**src/rtl/wb_port_arbiter_pkg.sv**
```systemverilog
// Shared definitions for the GRF write-port arbiter: register names, default
// widths and the aux queue entry layout.
package wb_port_arbiter_pkg;

  localparam int AW_DEF = 5;
  localparam int DW_DEF = 32;

  localparam logic [AW_DEF-1:0] REG_ZERO = 5'd0;
  localparam logic [AW_DEF-1:0] REG_RA   = 5'd31;

  typedef struct packed {
    logic              valid;
    logic [AW_DEF-1:0] addr;
    logic [DW_DEF-1:0] data;
  } q_ent_t;

endpackage

```
**src/rtl/wb_port_arbiter_if.sv**
```systemverilog
// Bus bundle between the W stage / aux producer / D stage and the write-port
// arbiter. Forward ports exist only when WB_ARB_FWD_EN is defined.
interface wb_port_arbiter_if #(
  parameter int AW = 5,
  parameter int DW = 32
);
  logic          wb_we;
  logic [AW-1:0] wb_addr;
  logic [DW-1:0] wb_data;
  logic          aux_valid;
  logic [AW-1:0] aux_addr;
  logic [DW-1:0] aux_data;
  logic          aux_ready;
  logic          rf_we;
  logic [AW-1:0] rf_addr;
  logic [DW-1:0] rf_data;
  logic [AW-1:0] rd_addr1;
  logic [AW-1:0] rd_addr2;
  logic          hazard_stall;
`ifdef WB_ARB_FWD_EN
  logic          fwd1_hit;
  logic [DW-1:0] fwd1_data;
  logic          fwd2_hit;
  logic [DW-1:0] fwd2_data;
`endif

  // Arbiter side
  modport slave (
    input  wb_we, wb_addr, wb_data, aux_valid, aux_addr, aux_data, rd_addr1, rd_addr2,
    output aux_ready, rf_we, rf_addr, rf_data, hazard_stall
`ifdef WB_ARB_FWD_EN
    , output fwd1_hit, fwd1_data, fwd2_hit, fwd2_data
`endif
  );

  // Pipeline / producer side
  modport master (
    output wb_we, wb_addr, wb_data, aux_valid, aux_addr, aux_data, rd_addr1, rd_addr2,
    input  aux_ready, rf_we, rf_addr, rf_data, hazard_stall
`ifdef WB_ARB_FWD_EN
    , input fwd1_hit, fwd1_data, fwd2_hit, fwd2_data
`endif
  );

endinterface

```
**src/rtl/wb_port_arbiter_queue.sv**
```systemverilog
// wb_arb_queue: age-ordered aux write queue (slot 0 = oldest) with push, pop,
// per-address kill, compaction and per-entry read-address match vectors.
module wb_arb_queue
  import wb_port_arbiter_pkg::*;
#(
  parameter int DEPTH = 2,
  parameter int AW    = 5,
  parameter int DW    = 32,
  parameter int CW    = $clog2(DEPTH + 1)
) (
  input  logic                      clk,
  input  logic                      reset,
  input  logic                      push,
  input  logic [AW-1:0]             push_addr,
  input  logic [DW-1:0]             push_data,
  input  logic                      pop,
  input  logic                      kill,
  input  logic [AW-1:0]             kill_addr,
  input  logic [AW-1:0]             rd_addr1,
  input  logic [AW-1:0]             rd_addr2,
  output logic [CW-1:0]             count,
  output logic [AW-1:0]             head_addr,
  output logic [DW-1:0]             head_data,
  output logic [DEPTH-1:0]          match1,
  output logic [DEPTH-1:0]          match2
`ifdef WB_ARB_FWD_EN
  , output logic [DEPTH-1:0][DW-1:0] ent_data
`endif
);

  typedef struct packed {
    logic          valid;
    logic [AW-1:0] addr;
    logic [DW-1:0] data;
  } ent_t;

  ent_t [DEPTH-1:0] q, q_nxt;
  logic [CW-1:0]    cnt_nxt;

  // Survivors slide down in age order, then the new entry lands behind them.
  always_comb begin
    int n;
    q_nxt = '0;
    n     = 0;
    for (int i = 0; i < DEPTH; i++) begin
      if (q[i].valid && !(pop && i == 0) && !(kill && q[i].addr == kill_addr)) begin
        q_nxt[n] = q[i];
        n++;
      end
    end
    if (push && n < DEPTH) begin
      q_nxt[n] = '{valid: 1'b1, addr: push_addr, data: push_data};
      n++;
    end
    cnt_nxt = CW'(n);
  end

  always_ff @(posedge clk) begin
    if (reset) begin
      q     <= '0;
      count <= '0;
    end else begin
      q     <= q_nxt;
      count <= cnt_nxt;
    end
  end

  assign head_addr = q[0].addr;
  assign head_data = q[0].data;

  for (genvar i = 0; i < DEPTH; i++) begin : g_match
    logic live;
    assign live      = q[i].valid && (q[i].addr != AW'(REG_ZERO));
    assign match1[i] = live && (q[i].addr == rd_addr1);
    assign match2[i] = live && (q[i].addr == rd_addr2);
`ifdef WB_ARB_FWD_EN
    assign ent_data[i] = q[i].data;
`endif
  end

endmodule

```
**src/rtl/wb_port_arbiter.sv**
```systemverilog
// GRF write-port arbiter: W-stage writes win, aux writes bypass when the port is
// free or wait in wb_arb_queue. Define WB_ARB_FWD_EN to forward queued data instead of stalling.
module wb_port_arbiter
  import wb_port_arbiter_pkg::*;
#(
  parameter int DEPTH = 2,
  parameter int AW    = 5,
  parameter int DW    = 32
) (
  input  logic            clk,
  input  logic            reset,
  wb_port_arbiter_if.slave bus
);

  localparam int CW = $clog2(DEPTH + 1);

  logic [CW-1:0]    count;
  logic [AW-1:0]    head_addr;
  logic [DW-1:0]    head_data;
  logic [DEPTH-1:0] match1, match2;
  logic             wb_live, aux_live, aux_acc, q_empty;
  logic             pop, bypass, push;
`ifdef WB_ARB_FWD_EN
  logic [DEPTH-1:0][DW-1:0] ent_data;
`endif

  assign wb_live  = bus.wb_we && (bus.wb_addr != AW'(REG_ZERO));
  assign aux_live = bus.aux_addr != AW'(REG_ZERO);
  assign q_empty  = (count == '0);

  assign bus.aux_ready = !reset && (count != CW'(DEPTH));
  assign aux_acc       = bus.aux_valid && bus.aux_ready;

  assign pop    = !wb_live && !q_empty;
  assign bypass = !wb_live && q_empty && aux_acc && aux_live;
  // An aux result is older than a same-cycle W write to the same register, so it is dropped.
  assign push   = aux_acc && aux_live && !bypass && !(wb_live && bus.aux_addr == bus.wb_addr);

  wb_arb_queue #(.DEPTH(DEPTH), .AW(AW), .DW(DW)) u_queue (
    .clk       (clk),
    .reset     (reset),
    .push      (push),
    .push_addr (bus.aux_addr),
    .push_data (bus.aux_data),
    .pop       (pop),
    .kill      (wb_live),
    .kill_addr (bus.wb_addr),
    .rd_addr1  (bus.rd_addr1),
    .rd_addr2  (bus.rd_addr2),
    .count     (count),
    .head_addr (head_addr),
    .head_data (head_data),
    .match1    (match1),
    .match2    (match2)
`ifdef WB_ARB_FWD_EN
    , .ent_data (ent_data)
`endif
  );

  always_comb begin
    bus.rf_we   = 1'b0;
    bus.rf_addr = '0;
    bus.rf_data = '0;
    if (!reset) begin
      if (wb_live) begin
        bus.rf_we   = 1'b1;
        bus.rf_addr = bus.wb_addr;
        bus.rf_data = bus.wb_data;
      end else if (!q_empty) begin
        bus.rf_we   = 1'b1;
        bus.rf_addr = head_addr;
        bus.rf_data = head_data;
      end else if (bypass) begin
        bus.rf_we   = 1'b1;
        bus.rf_addr = bus.aux_addr;
        bus.rf_data = bus.aux_data;
      end
    end
  end

`ifdef WB_ARB_FWD_EN
  // Higher slot index is younger, so the last match wins.
  always_comb begin
    bus.fwd1_hit  = 1'b0;
    bus.fwd1_data = '0;
    bus.fwd2_hit  = 1'b0;
    bus.fwd2_data = '0;
    for (int i = 0; i < DEPTH; i++) begin
      if (match1[i]) begin
        bus.fwd1_hit  = 1'b1;
        bus.fwd1_data = ent_data[i];
      end
      if (match2[i]) begin
        bus.fwd2_hit  = 1'b1;
        bus.fwd2_data = ent_data[i];
      end
    end
  end
  assign bus.hazard_stall = 1'b0;
`else
  assign bus.hazard_stall = !reset && |(match1 | match2);
`endif

endmodule

```
**src/flat_wrapper.sv**
```systemverilog
// flat-port wrapper written by rule: the top's interface ports become plain ports
module wb_port_arbiter_flat import wb_port_arbiter_pkg::*;
#(
  parameter int DEPTH = 2,
  parameter int AW    = 5,
  parameter int DW    = 32
)
  (clk, reset, bus_wb_we, bus_wb_addr, bus_wb_data, bus_aux_valid, bus_aux_addr, bus_aux_data, bus_rd_addr1, bus_rd_addr2, bus_aux_ready, bus_rf_we, bus_rf_addr, bus_rf_data, bus_hazard_stall);
  wb_port_arbiter_if #(.AW(AW), .DW(DW)) bus_i ();
  input  logic clk;
  input  logic reset;
  input wire logic [$bits(bus_i.wb_we)-1:0] bus_wb_we;
  input wire logic [$bits(bus_i.wb_addr)-1:0] bus_wb_addr;
  input wire logic [$bits(bus_i.wb_data)-1:0] bus_wb_data;
  input wire logic [$bits(bus_i.aux_valid)-1:0] bus_aux_valid;
  input wire logic [$bits(bus_i.aux_addr)-1:0] bus_aux_addr;
  input wire logic [$bits(bus_i.aux_data)-1:0] bus_aux_data;
  input wire logic [$bits(bus_i.rd_addr1)-1:0] bus_rd_addr1;
  input wire logic [$bits(bus_i.rd_addr2)-1:0] bus_rd_addr2;
  output wire logic [$bits(bus_i.aux_ready)-1:0] bus_aux_ready;
  output wire logic [$bits(bus_i.rf_we)-1:0] bus_rf_we;
  output wire logic [$bits(bus_i.rf_addr)-1:0] bus_rf_addr;
  output wire logic [$bits(bus_i.rf_data)-1:0] bus_rf_data;
  output wire logic [$bits(bus_i.hazard_stall)-1:0] bus_hazard_stall;
  assign bus_i.wb_we = bus_wb_we;
  assign bus_i.wb_addr = bus_wb_addr;
  assign bus_i.wb_data = bus_wb_data;
  assign bus_i.aux_valid = bus_aux_valid;
  assign bus_i.aux_addr = bus_aux_addr;
  assign bus_i.aux_data = bus_aux_data;
  assign bus_i.rd_addr1 = bus_rd_addr1;
  assign bus_i.rd_addr2 = bus_rd_addr2;
  assign bus_aux_ready = bus_i.aux_ready;
  assign bus_rf_we = bus_i.rf_we;
  assign bus_rf_addr = bus_i.rf_addr;
  assign bus_rf_data = bus_i.rf_data;
  assign bus_hazard_stall = bus_i.hazard_stall;
  wb_port_arbiter #(.DEPTH(DEPTH), .AW(AW), .DW(DW)) u_core (.clk(clk), .reset(reset), .bus(bus_i));
endmodule
```
**config.mk**
```make
export PLATFORM = sky130hd
export DESIGN_NAME = wb_port_arbiter_flat
export DESIGN_NICKNAME = d
export VERILOG_FILES = /design/src/rtl/wb_port_arbiter_pkg.sv /design/src/rtl/wb_port_arbiter_if.sv /design/src/rtl/wb_port_arbiter_queue.sv /design/src/rtl/wb_port_arbiter.sv /design/src/flat_wrapper.sv
export SDC_FILE = /design/constraint.sdc
export NUM_CORES = 1
export LEC_CHECK = 0
export BUFFER_PORTS_ARGS = -buffer_cell sky130_fd_sc_hd__buf_4
export CAP_MARGIN = 40
export CORE_ASPECT_RATIO = 0.75
export CORE_MARGIN = 3
export CORE_UTILIZATION = 34
export CTS_CLUSTER_SIZE = 24
export DETAILED_ROUTE_END_ITERATION = 7
export PLACE_DENSITY = 0.58
export SKIP_LAST_GASP = 1
export SLEW_MARGIN = 10
export SYNTH_ARGS = -nofsm -noshare
export SYNTH_HDL_FRONTEND = slang
export SYNTH_HIERARCHICAL = 1
export SYNTH_SLANG_ARGS = --single-unit
```
**constraint.sdc**
```tcl
create_clock -name clk -period 9 [get_ports clk]
set_clock_uncertainty 0.2 [all_clocks]
set_input_delay 1.8 -clock clk [delete_from_list [all_inputs] [get_ports clk]]
set_output_delay 1.8 -clock clk [all_outputs]
set_load 0.05 [all_outputs]
```
-- Yosys cells after proc, flatten, opt, wreduce, memory -nomap -nowiden
Index checks and enable logic that the tools add are counted.
- output and inout bits: 40
- word-level logic and storage cells: 87
- register bits after elaboration: 78
- bitwise logic cells: 1
- equality and inequality tests: 8
- $add $sub $neg: 2
- order comparisons: 5
- reductions and logical operators: 40
- muxes and demuxes: 24
- operators with widths (operator ; count):
    $bwmux 76 ; 2
    $mux 76 ; 2
    $mux 32 ; 4
    $mux 38 ; 3
    $demux 38 s1 ; 2
    $lt 32x3->1 const B ; 2
    $eq 5x5->1 ; 7
    $ge 32x1->1 const B ; 1
    $logic_and 1x1->1 ; 26
    $mux 5 ; 4
    $reduce_bool 5->1 ; 4
    $logic_not 1->1 ; 8
    $mux 1 ; 5
    $mux 2 ; 2
    $add 1x1->2 const B ; 1
    $add 2x1->2 const B ; 1
    $logic_not 2->1 ; 1
    $lt 1x2->1 const B ; 1
    $ne 2x2->1 const B ; 1
    $or 2x2->2 ; 1
    $reduce_or 2->1 ; 1
    $ge 1x1->1 const B ; 1

-- Longest topological paths before layout
Gate-level depths: netlist (run 1).
- depth after elaboration: 16
- gate-level depth with buffers: 16
- depth with buffers taken out: 12

-- By module
Netlist (run 1), hierarchy kept.
- by module, submodules not included (module ; sequential area each (um^2) ; area an instance (um^2) ; times used ; cells each):
    wb_arb_queue ; 1561.5 ; 4605.7 ; 1 ; 576
    wb_port_arbiter ; 0.0 ; 1270.0 ; 1 ; 153

-- Worst setup path before layout (run 1)
OpenSTA, ideal clock, no wires.
- kind: input -> output
- start: in bus_wb_addr[0]
- end: out bus_rf_addr[4]
- data arrival time: 3.935 ns
- setup slack: 3.065 ns
- data required time: 7.000 ns
- stages on the path: 5
- buffers on the path: 1
- cell sequence: or3_4 > o31ai_4 > buf_4 > nor2_1 > a311oi_1
- cells in the longest elaborated chain, start to end: 10
- ends and longest elaborated chain (what ; RTL line ; text):
    start, declared ; flat_wrapper.sv:13 ; input wire logic [$bits(bus_i.wb_addr)-1:0] bus_wb_addr;
    $reduce_bool 5->1 * ; wb_port_arbiter.sv:27 ; assign wb_live = bus.wb_we && (bus.wb_addr != AW'(REG_ZERO));
    $logic_and 1x1->1 * ; wb_port_arbiter.sv:27 ;
    $logic_not 1->1 ; wb_port_arbiter.sv:35 ; assign bypass = !wb_live && q_empty && aux_acc && aux_live;
    $logic_and 1x1->1 (3 in series) ; wb_port_arbiter.sv:35 ;
    $mux 5 ; wb_port_arbiter.sv:73 ; end else if (bypass) begin
    $mux 5 ; wb_port_arbiter.sv:69 ; end else if (!q_empty) begin
    $mux 5 * ; wb_port_arbiter.sv:65 ; if (wb_live) begin
    $mux 5 * ; wb_port_arbiter.sv:64 ; if (!reset) begin
    end, declared ; flat_wrapper.sv:22 ; output wire logic [$bits(bus_i.rf_addr)-1:0] bus_rf_addr;
Every way passes the cells marked *; elsewhere a longest branch is shown, timed or not.

-- Worst setup path in the final report (run 1)
- start: in bus_wb_addr[0]
- end: out bus_rf_data[26]
- cells in the longest elaborated chain, start to end: 10
- ends and longest elaborated chain (what ; RTL line ; text):
    $reduce_bool 5->1 * ; wb_port_arbiter.sv:27 ;
    $logic_and 1x1->1 * ; wb_port_arbiter.sv:27 ;
    $logic_not 1->1 ; wb_port_arbiter.sv:35 ;
    $logic_and 1x1->1 (3 in series) ; wb_port_arbiter.sv:35 ;
    $mux 32 ; wb_port_arbiter.sv:73 ;
    $mux 32 ; wb_port_arbiter.sv:69 ;
    $mux 32 * ; wb_port_arbiter.sv:65 ;
    $mux 32 * ; wb_port_arbiter.sv:64 ;
    end, declared ; flat_wrapper.sv:23 ; output wire logic [$bits(bus_i.rf_data)-1:0] bus_rf_data;
Marks and branches as above.

==> run summary, run 1 <==
The run finished with clean final reports. OpenSTA, run right after detailed placement, puts the worst setup slack at 2620 ps. The worst pin sits at a relative slew slack of 42.4%. Setup repair after global routing left no endpoint under its margin. In this run the horizontal extent of the chip is 158 um.

Across the VDD grid, the largest voltage drop is 82.3 uV. The congestion estimate from routability-driven global placement came to 0.805. Global routing finished with a remaining overflow of 0. Entering global routing, the biggest net connects 76 pins. Count of buffers added by post-CTS timing repair for setup: 0. Summed over all nets, the half-perimeter wirelength after detailed placement is 11000 um. In this run the cell area of the synthesized design comes to 0.00588 mm2.

In this run the register-to-register setup slack is 4740 ps. The logs give 4060 ps for the arrival time of data at the critical path endpoint and 0 for the number of antenna cells inserted. The cell leakage power came out at 2.48 nW. The filler cells instantiated in the layout total 1684. Compared with the post-synthesis result, the final layout area differs by 17.7%. Once the clock tree was built, the resizer swapped 0 gates to a different size. In the final design database the tool counted 861 nets. Using the TritonRoute via totals, the vias-per-cell ratio works out to 5.44. The per-instance average area after synthesis works out to 8.06 um2. TritonCTS built the clock tree.

The run gives 27600 um as the first-pass GRT wire length. The run gives 0.165 GHz as the achievable frequency. In the final routed layout, each cell accounts on average for 17.7 um. In this run the clock root is driven by a sky130_fd_sc_hd__clkbuf_16.

The power density over the cells is 142 mW/mm2, and the number of max-cap violations is 0. The detailed-router iteration count before antenna repair came out at 4. The largest fanout of any net on the critical path came out at 19.

For this run, the register share of the synthesized area comes to 26.6%. Setup total negative slack on the finished layout was measured at 0 ps. In the finished design, the share of the clock period the worst path needs comes to 67.3%. The type of the most critical hold path is reg2reg. Count of final hold-check violations: 0. The category of the worst setup path capture point was an output pin. The library cells used most frequently in the layout, excluding fill and tap cells, are sky130_fd_sc_hd__buf_4, sky130_fd_sc_hd__dfxtp_1, sky130_fd_sc_hd__nand2_1, sky130_fd_sc_hd__o21bai_1, sky130_fd_sc_hd__o21ai_0. The run gives 0 as the number of nets with antenna violations after detailed routing. Across all setup checks in the final design, the least slack found is 2940 ps.

The cell count after synthesis came out at 729. For this design the top-level I/O count stands at 128. The run gives 820 as the synthesized netlist net count.

The count of hold-fix buffers inserted at cts was 0; the number of warnings issued by yosys was 6. The total area inside the core boundary comes to 0.0165 mm2. Setup violation total in the final timing report: 0. Clock-pin slew was measured on the worst setup and hold paths at 60 ps. Port buffering added 127 buffers.

For the number of global-route vias before repair, the log shows 5077. The number of distinct standard cells referenced by the synthesized netlist was 48. The remaining design rule violation count came out at 0. For this configuration, the core starts out at a cell density of 35.7%. The tools report the capture point of the worst path as bus_rf_data[26].

The total number of vias is 5352. The height of the chip is 120 um, and the number of enable flip-flop cells after synthesis is 0. The worst path in the final design needs a cycle of 6060 ps, including I/O delays and setup. Counting flops and latches in the post-synthesis netlist gives 78. For this run, the total global-route usage over all layers was measured as 17.9%.

Counting the buffers created by CTS gives 9. Cells with a size suffix above 1 make up 24.2% of the layout. The setup path with the least slack is of type in2out.

The floorplan has 40 rows. After synthesis, the share of flip-flops with an asynchronous set or reset is 0%. The number of pins exceeding their max-slew limit in the final report was 0. The clock reaches the later pin of the worst-skew pair after 330 ps.

The worst register-to-register path ends at u_core/u_queue/q[64]. The library cell used most frequently in the layout, excluding fill and tap cells, is sky130_fd_sc_hd__buf_4. In this run, the number of DRC markers left after iteration 0 of detailed routing was 384.

The run gives 7000 ps as the data required time of the critical path. Summed over all layers, the routed wires come to 17400 um. The run gives 3 as the level count of the clock H-tree.

In this run the worst setup path begins at bus_wb_addr[0]. The maximum number of buffers from clock root to sink came out at 2. The prevailing post-synth register cell is sky130_fd_sc_hd__dfxtp_1.

The worst setup path is launched from an input port. Length in cells of the worst reg-to-reg path: 11. Startpoint of the lowest-slack register-to-register path: u_core/u_queue/head_addr[0]. The transition time of the tightest slew-check pin is 864 ps.

The tools report the die area as 0.0189 mm2. Number of antenna violations at the first check in global routing: 0. Counting every sink on the clock net gives 78.
==> registers in the layout, indices dropped and copies added (netlist names) <==
register                  count
u_core/u_queue/q             39
u_core/u_queue/head_data     32
u_core/u_queue/head_addr      5
u_core/u_queue/count          2
==> worst min path at each step <==
stage,start,endpoint,slack [ps],cells after the start
after floorplan,u_core/u_queue/head_data[16],u_core/u_queue/head_data[16],240,2
after global placement,u_core/u_queue/head_data[27],u_core/u_queue/head_data[27],250,2
after detailed placement,u_core/u_queue/head_data[27],u_core/u_queue/head_data[27],250,2
after CTS,u_core/u_queue/head_data[23],u_core/u_queue/head_data[23],260,2
after global routing,u_core/u_queue/head_data[21],u_core/u_queue/head_data[21],270,2
final,u_core/u_queue/head_data[24],u_core/u_queue/head_data[24],250,2
==> cell usage after synthesis (11+ instances only) <==
master	instances	share of area, %
sky130_fd_sc_hd__a211oi_1	44	5.6
sky130_fd_sc_hd__and2_1	33	3.5
sky130_fd_sc_hd__buf_2	11	0.94
sky130_fd_sc_hd__buf_4	41	5.2
sky130_fd_sc_hd__clkbuf_1	50	3.2
sky130_fd_sc_hd__dfxtp_1	78	27
sky130_fd_sc_hd__inv_1	21	1.3
sky130_fd_sc_hd__mux2i_1	32	5.5
sky130_fd_sc_hd__nand2_1	76	4.9
sky130_fd_sc_hd__nor3_1	37	3.2
sky130_fd_sc_hd__o21ai_0	73	6.2
sky130_fd_sc_hd__o21bai_1	75	9.6
sky130_fd_sc_hd__o2bb2ai_1	26	3.9
sky130_fd_sc_hd__xnor2_1	22	3.3
sky130_fd_sc_hd__xor2_1	14	2.1
==> per-stage QoR <==
step	hold WS (ps)	total power, W	instance area [um2]	util (%)	instances
after floorplan	240	0.000547	5880	-	729
after global placement	248	0.000616	6530	39.7	965
after detailed placement	249	0.000620	6620	40.2	969
after CTS	256	0.000992	6920	42.0	983
after global routing	268	0.00102	6920	42.0	983
final	254	0.000980	6920	42.0	983
==> final cells by class <==
type                    count  area, um2  share of cell area (%)
inverters                  22       82.6                    1.19
multi-input cells         517       3590                    51.9
repair buffers            142       1120                    16.2
clock buffers              11        253                    3.65
flip-flops and latches     78       1560                    22.6
well taps                 210        263                    3.80
clock inverters             3       45.0                   0.651
==> layer usage <==
layer  vias to the layer above  track usage, %  part of all wire [%]
li1                       2659               -                     -
met1                      2498            26.8                    50
met2                       186            26.4                    42
met3                         9            4.04                   7.1
met4                         0            2.60                  0.58
met5                         -               0                     0
==> worst max-delay path, stage by stage <==
cell	delay (ps)
sky130_fd_sc_hd__buf_4	140
sky130_fd_sc_hd__or3_4	400
sky130_fd_sc_hd__o31ai_4	190
sky130_fd_sc_hd__buf_4	310
sky130_fd_sc_hd__o2111a_2	600
sky130_fd_sc_hd__buf_16	240
sky130_fd_sc_hd__o2bb2ai_1	140
sky130_fd_sc_hd__buf_4	230
==> cells by family after synthesis <==
| family | Yosys count | synth area share [%] |
|---|---|---|
| AO/OA/AOI/OAI | 267 | 34.3 |
| XOR/XNOR | 36 | 5.37 |
| adder cells (fa/ha/maj) | 3 | 0.639 |
| buffers and inverters | 134 | 12.6 |
| flip-flops | 78 | 26.6 |
| multiplexers | 32 | 5.45 |
| AND/OR/NAND/NOR | 179 | 15.1 |
==> power by group <==
part           switching [W]  internal [W]
Sequential        0.00000965      0.000359
Combinational       0.000152     0.0000909
Clock               0.000141      0.000227
Total               0.000303      0.000677
Note: power is estimated with default switching activity, not from simulation.
==> inputs of run 2 (changes only) <==
clock period = 5.9 ns   (was 9 ns; I/O delays follow)
==> run 2 against run 1 <==
Effect of this change:
- power increased by 51%
- critical path depth increased by 7
- utilization increased by 0.068 points
- via count increased by 1.5%
- die area unchanged
- highest routed layer unchanged
- hold slack improved by 1.4 ps
- routed wire length increased by 1.1%
- sequential share of layout area about the same
- count of clock-buffer cells in the layout increased by 4
==> run summary, run 2 (synthesis gave the netlist of run 1 again) <==
The run finished with clean final reports. The maximum single-stage delay on the critical path is 410 ps (-190 ps), and the net switching component of the power is 0.000464 W (+53%). The transition time of the tightest slew-check pin works out to 907 ps (+43.0 ps). Clock input transition at the sequential cells of the worst setup and hold paths: 60 ps (about the same). The count of buffers added by post-CTS timing repair for setup was 0 (unchanged).

The power density over the cells is 214 mW/mm2 (+51%). For the number of global-route vias before repair, the log shows 5032 (-0.89%). Cell internal power dissipation: 0.00102 W (+50%).

The fraction of power spent switching nets was 31.3% (+0.35 points); the final global-route overflow total was 0 (unchanged). The maximum ir drop on the vdd rail came out at 121 uV (+47%). The worst setup path is of the in2reg kind. The arrival time of data at the critical path endpoint came out at 4650 ps (+590 ps).

The logs give 0 ps (unchanged) for the post-route setup TNS and 5930 ps (-1070 ps) for the data required time of the critical path. In this run the clock root is driven by a sky130_fd_sc_hd__clkbuf_16. DRC marker count from the first detailed-route iteration: 374 (-2.6%). The worst hold path belongs to the class reg2reg. The tools report the maximum number of buffers from clock root to sink as 2 (unchanged). Counting flops per register, the top entry is u_core/u_queue/q.

The run gives 40 (unchanged) as the row count. The final HPWL from detailed placement is 11300 um (+2.9%), and the part of the power in the clock network is 36.6% (-1.0 points). Largest fanout of any net on the critical path: 21 (+2).

Remaining design rule violation count: 0 (unchanged). The initial standard-cell utilization of the core came out at 35.7% (unchanged). The total number of vias was 5432 (+1.5%); the die width was 158 um (unchanged). The setup violation total in the final timing report was 0 (unchanged); the tightest slew margin relative to the limit was 39.5% (-2.9 points).

The TritonCTS sink count was 78 (unchanged); the part of the power in combinational logic was 25.3% (+0.5 points). The number of antenna cells inserted is 0 (unchanged). The category of the worst setup path launch point is an input port. Setup repair after global routing left no endpoint under its margin. The capture point of the worst path was u_core/u_queue/head_data[18]. The first-pass GRT wire length came out at 28400 um (+3.1%).

The worst register-to-register path ends at u_core/u_queue/head_data[18]. The sequential power share is 38.1% (+0.5 points). The length in cells of the worst reg-to-reg path was 12 (+1).

The category of the worst setup path capture point was a flop. The wire length reported by the detailed router is 17600 um (+1.1%), and the number of antenna violations at the first check in global routing is 0 (unchanged). Dividing the final minimum period by the clock period gives 78.4%. The worst-case setup slack after placement was 940 ps (-1680 ps); the clock period minus worst slack was 4620 ps.

The number of nets with antenna violations after detailed routing is 0 (unchanged), and the die area is 0.0189 mm2 (unchanged). The post-cts resize count was 0 (unchanged). The detailed-router iteration count before antenna repair is 5 (+1), and the clock latency of the later-clocked register in the worst-skew pair is 330 ps (about the same). The share of final-layout standard cells stronger than drive strength 1 came out at 24.4% (+0.23 points). The level count of the clock H-tree was 3 (unchanged). Number of buffers created by CTS: 9 (unchanged).

The final RePlAce weighted congestion came out at 0.795 (-1.1%). The tools report the cell leakage power as 2.50 nW (+0.80%). The startpoint identified for the worst hold timing path is u_core/u_queue/head_data[29].

The run gives 76 (unchanged) as the maximum number of pins on one net before global-route repair. The reg2reg setup slack was 1880 ps (-2860 ps). The tools report the core outline area as 0.0165 mm2 (unchanged). TritonCTS built the clock tree. The count of input and output buffers was 127 (unchanged). Traced cell by cell, the critical path runs through buf_4 > or3_4 > o31ai_4 > inv_2 > nor2_1 > nand2b_1 > a21o_1 > inv_1 > ha_1 > nand3b_1 > buf_4 > and3_1 > a22o_2 > buf_16 > a221oi_1. The logs give 865 (+0.46%) for the total number of nets in the final design and 1280 ps (-1660 ps) for the post-route worst setup slack.

The global-route usage over all layers came out at 18.3% (+0.47 points). Leaving out fill and tap cells, the most frequent cells in the layout are sky130_fd_sc_hd__buf_4, sky130_fd_sc_hd__dfxtp_1, sky130_fd_sc_hd__nand2_1, sky130_fd_sc_hd__o21bai_1, sky130_fd_sc_hd__o21ai_0. The worst register-to-register path begins at u_core/u_queue/head_addr[0]. In this run the worst setup path begins at bus_wb_addr[0]. Among all stages on the critical path, the largest delay is contributed by sky130_fd_sc_hd__a22o_2. The final routed wire length divided by cell count came out at 17.8 um (+0.60%).

The most common cell type on the critical path was sky130_fd_sc_hd__buf_4. The achievable frequency came out at 0.216 GHz. The library cell used most frequently in the layout, excluding fill and tap cells, is sky130_fd_sc_hd__buf_4. The count of hold-fix buffers inserted at cts was 0 (unchanged); the number of flip-flops in the largest register was 39 (unchanged). For the number of max-cap violations, the log shows 0 (unchanged).

For the top-level I/O count, the log shows 128 (unchanged). The height of the chip is 120 um (unchanged), and the count of final hold-check violations is 0 (unchanged). The mean number of vias per cell was 5.50 (+0.98%). The area growth from synthesis to layout is 17.9%. The run gives 0 (unchanged) as the number of pins exceeding their max-slew limit in the final report.
run 2: cell types whose count changed in the layout (fill, tap and decap cells not counted):
cell / before / now
sky130_fd_sc_hd__buf_6: 1 / 0
sky130_fd_sc_hd__bufinv_16: 1 / 0
sky130_fd_sc_hd__clkinvlp_4: 2 / 0
sky130_fd_sc_hd__buf_8: 0 / 1
sky130_fd_sc_hd__buf_12: 1 / 0
sky130_fd_sc_hd__clkbuf_8: 2 / 4
sky130_fd_sc_hd__buf_4: 138 / 143
sky130_fd_sc_hd__clkbuf_1: 0 / 2
run 2: worst min-delay path by stage:
stage,end,slack (ps),cells past startpoint
6_report,u_core/u_queue/head_data[29],260,2
5_1_grt,u_core/u_queue/head_data[23],270,2
4_1_cts,u_core/u_queue/head_data[22],260,2
3_5_place_dp,u_core/u_queue/head_data[22],250,2
3_3_place_gp,u_core/u_queue/head_data[22],250,2
2_1_floorplan,u_core/u_queue/head_data[16],240,2
run 2: layout make-up:
class | instances | area [um2]
Multi-Input combinational cell | 517 | 3590
Sequential cell | 78 | 1560
Tap cell | 210 | 263
Inverter | 22 | 82.6
Timing Repair Buffer | 146 | 1140
Clock buffer | 15 | 288
Fill cell | 1676 | 9540
run 2: power by group through the flow:
stage / logic (W) / clock network [W] / registers (W)
3_3_place_gp: 0.000366 / 0 / 0.000575
2_1_floorplan: 0.000263 / 0 / 0.000570
4_1_cts: 0.000376 / 0.000557 / 0.000564
5_1_grt: 0.000401 / 0.000578 / 0.000566
6_report: 0.000374 / 0.000543 / 0.000564
3_5_place_dp: 0.000375 / 0 / 0.000575
run 2: critical path, delay by kind of cell:
family                     cells  cell delay [ps]
AOI/OAI and AO/OA              4             1320
and+or+nand+nor                5             1050
buffers and inverters          5              840
adders and majority gates      1              250
run 2: metal layers:
metal	global-route usage, %	up-vias	part of all wire, %
li1	-	2682	-
met3	3.39	11	7.6
met5	0	-	0
met1	28.7	2515	51
met2	26.2	224	41
met4	2.82	0	0.62
run 2: metrics by stage:
step,cells,utilization (%),hold WS [ps],cell area (um2),power (W)
3_3_place_gp,970,39.9,246,6570,0.000941
3_5_place_dp,973,40.3,247,6640,0.000950
2_1_floorplan,729,-,240,5880,0.000834
6_report,988,42.1,256,6930,0.00148
5_1_grt,988,42.1,265,6930,0.00155
4_1_cts,988,42.1,257,6930,0.00150
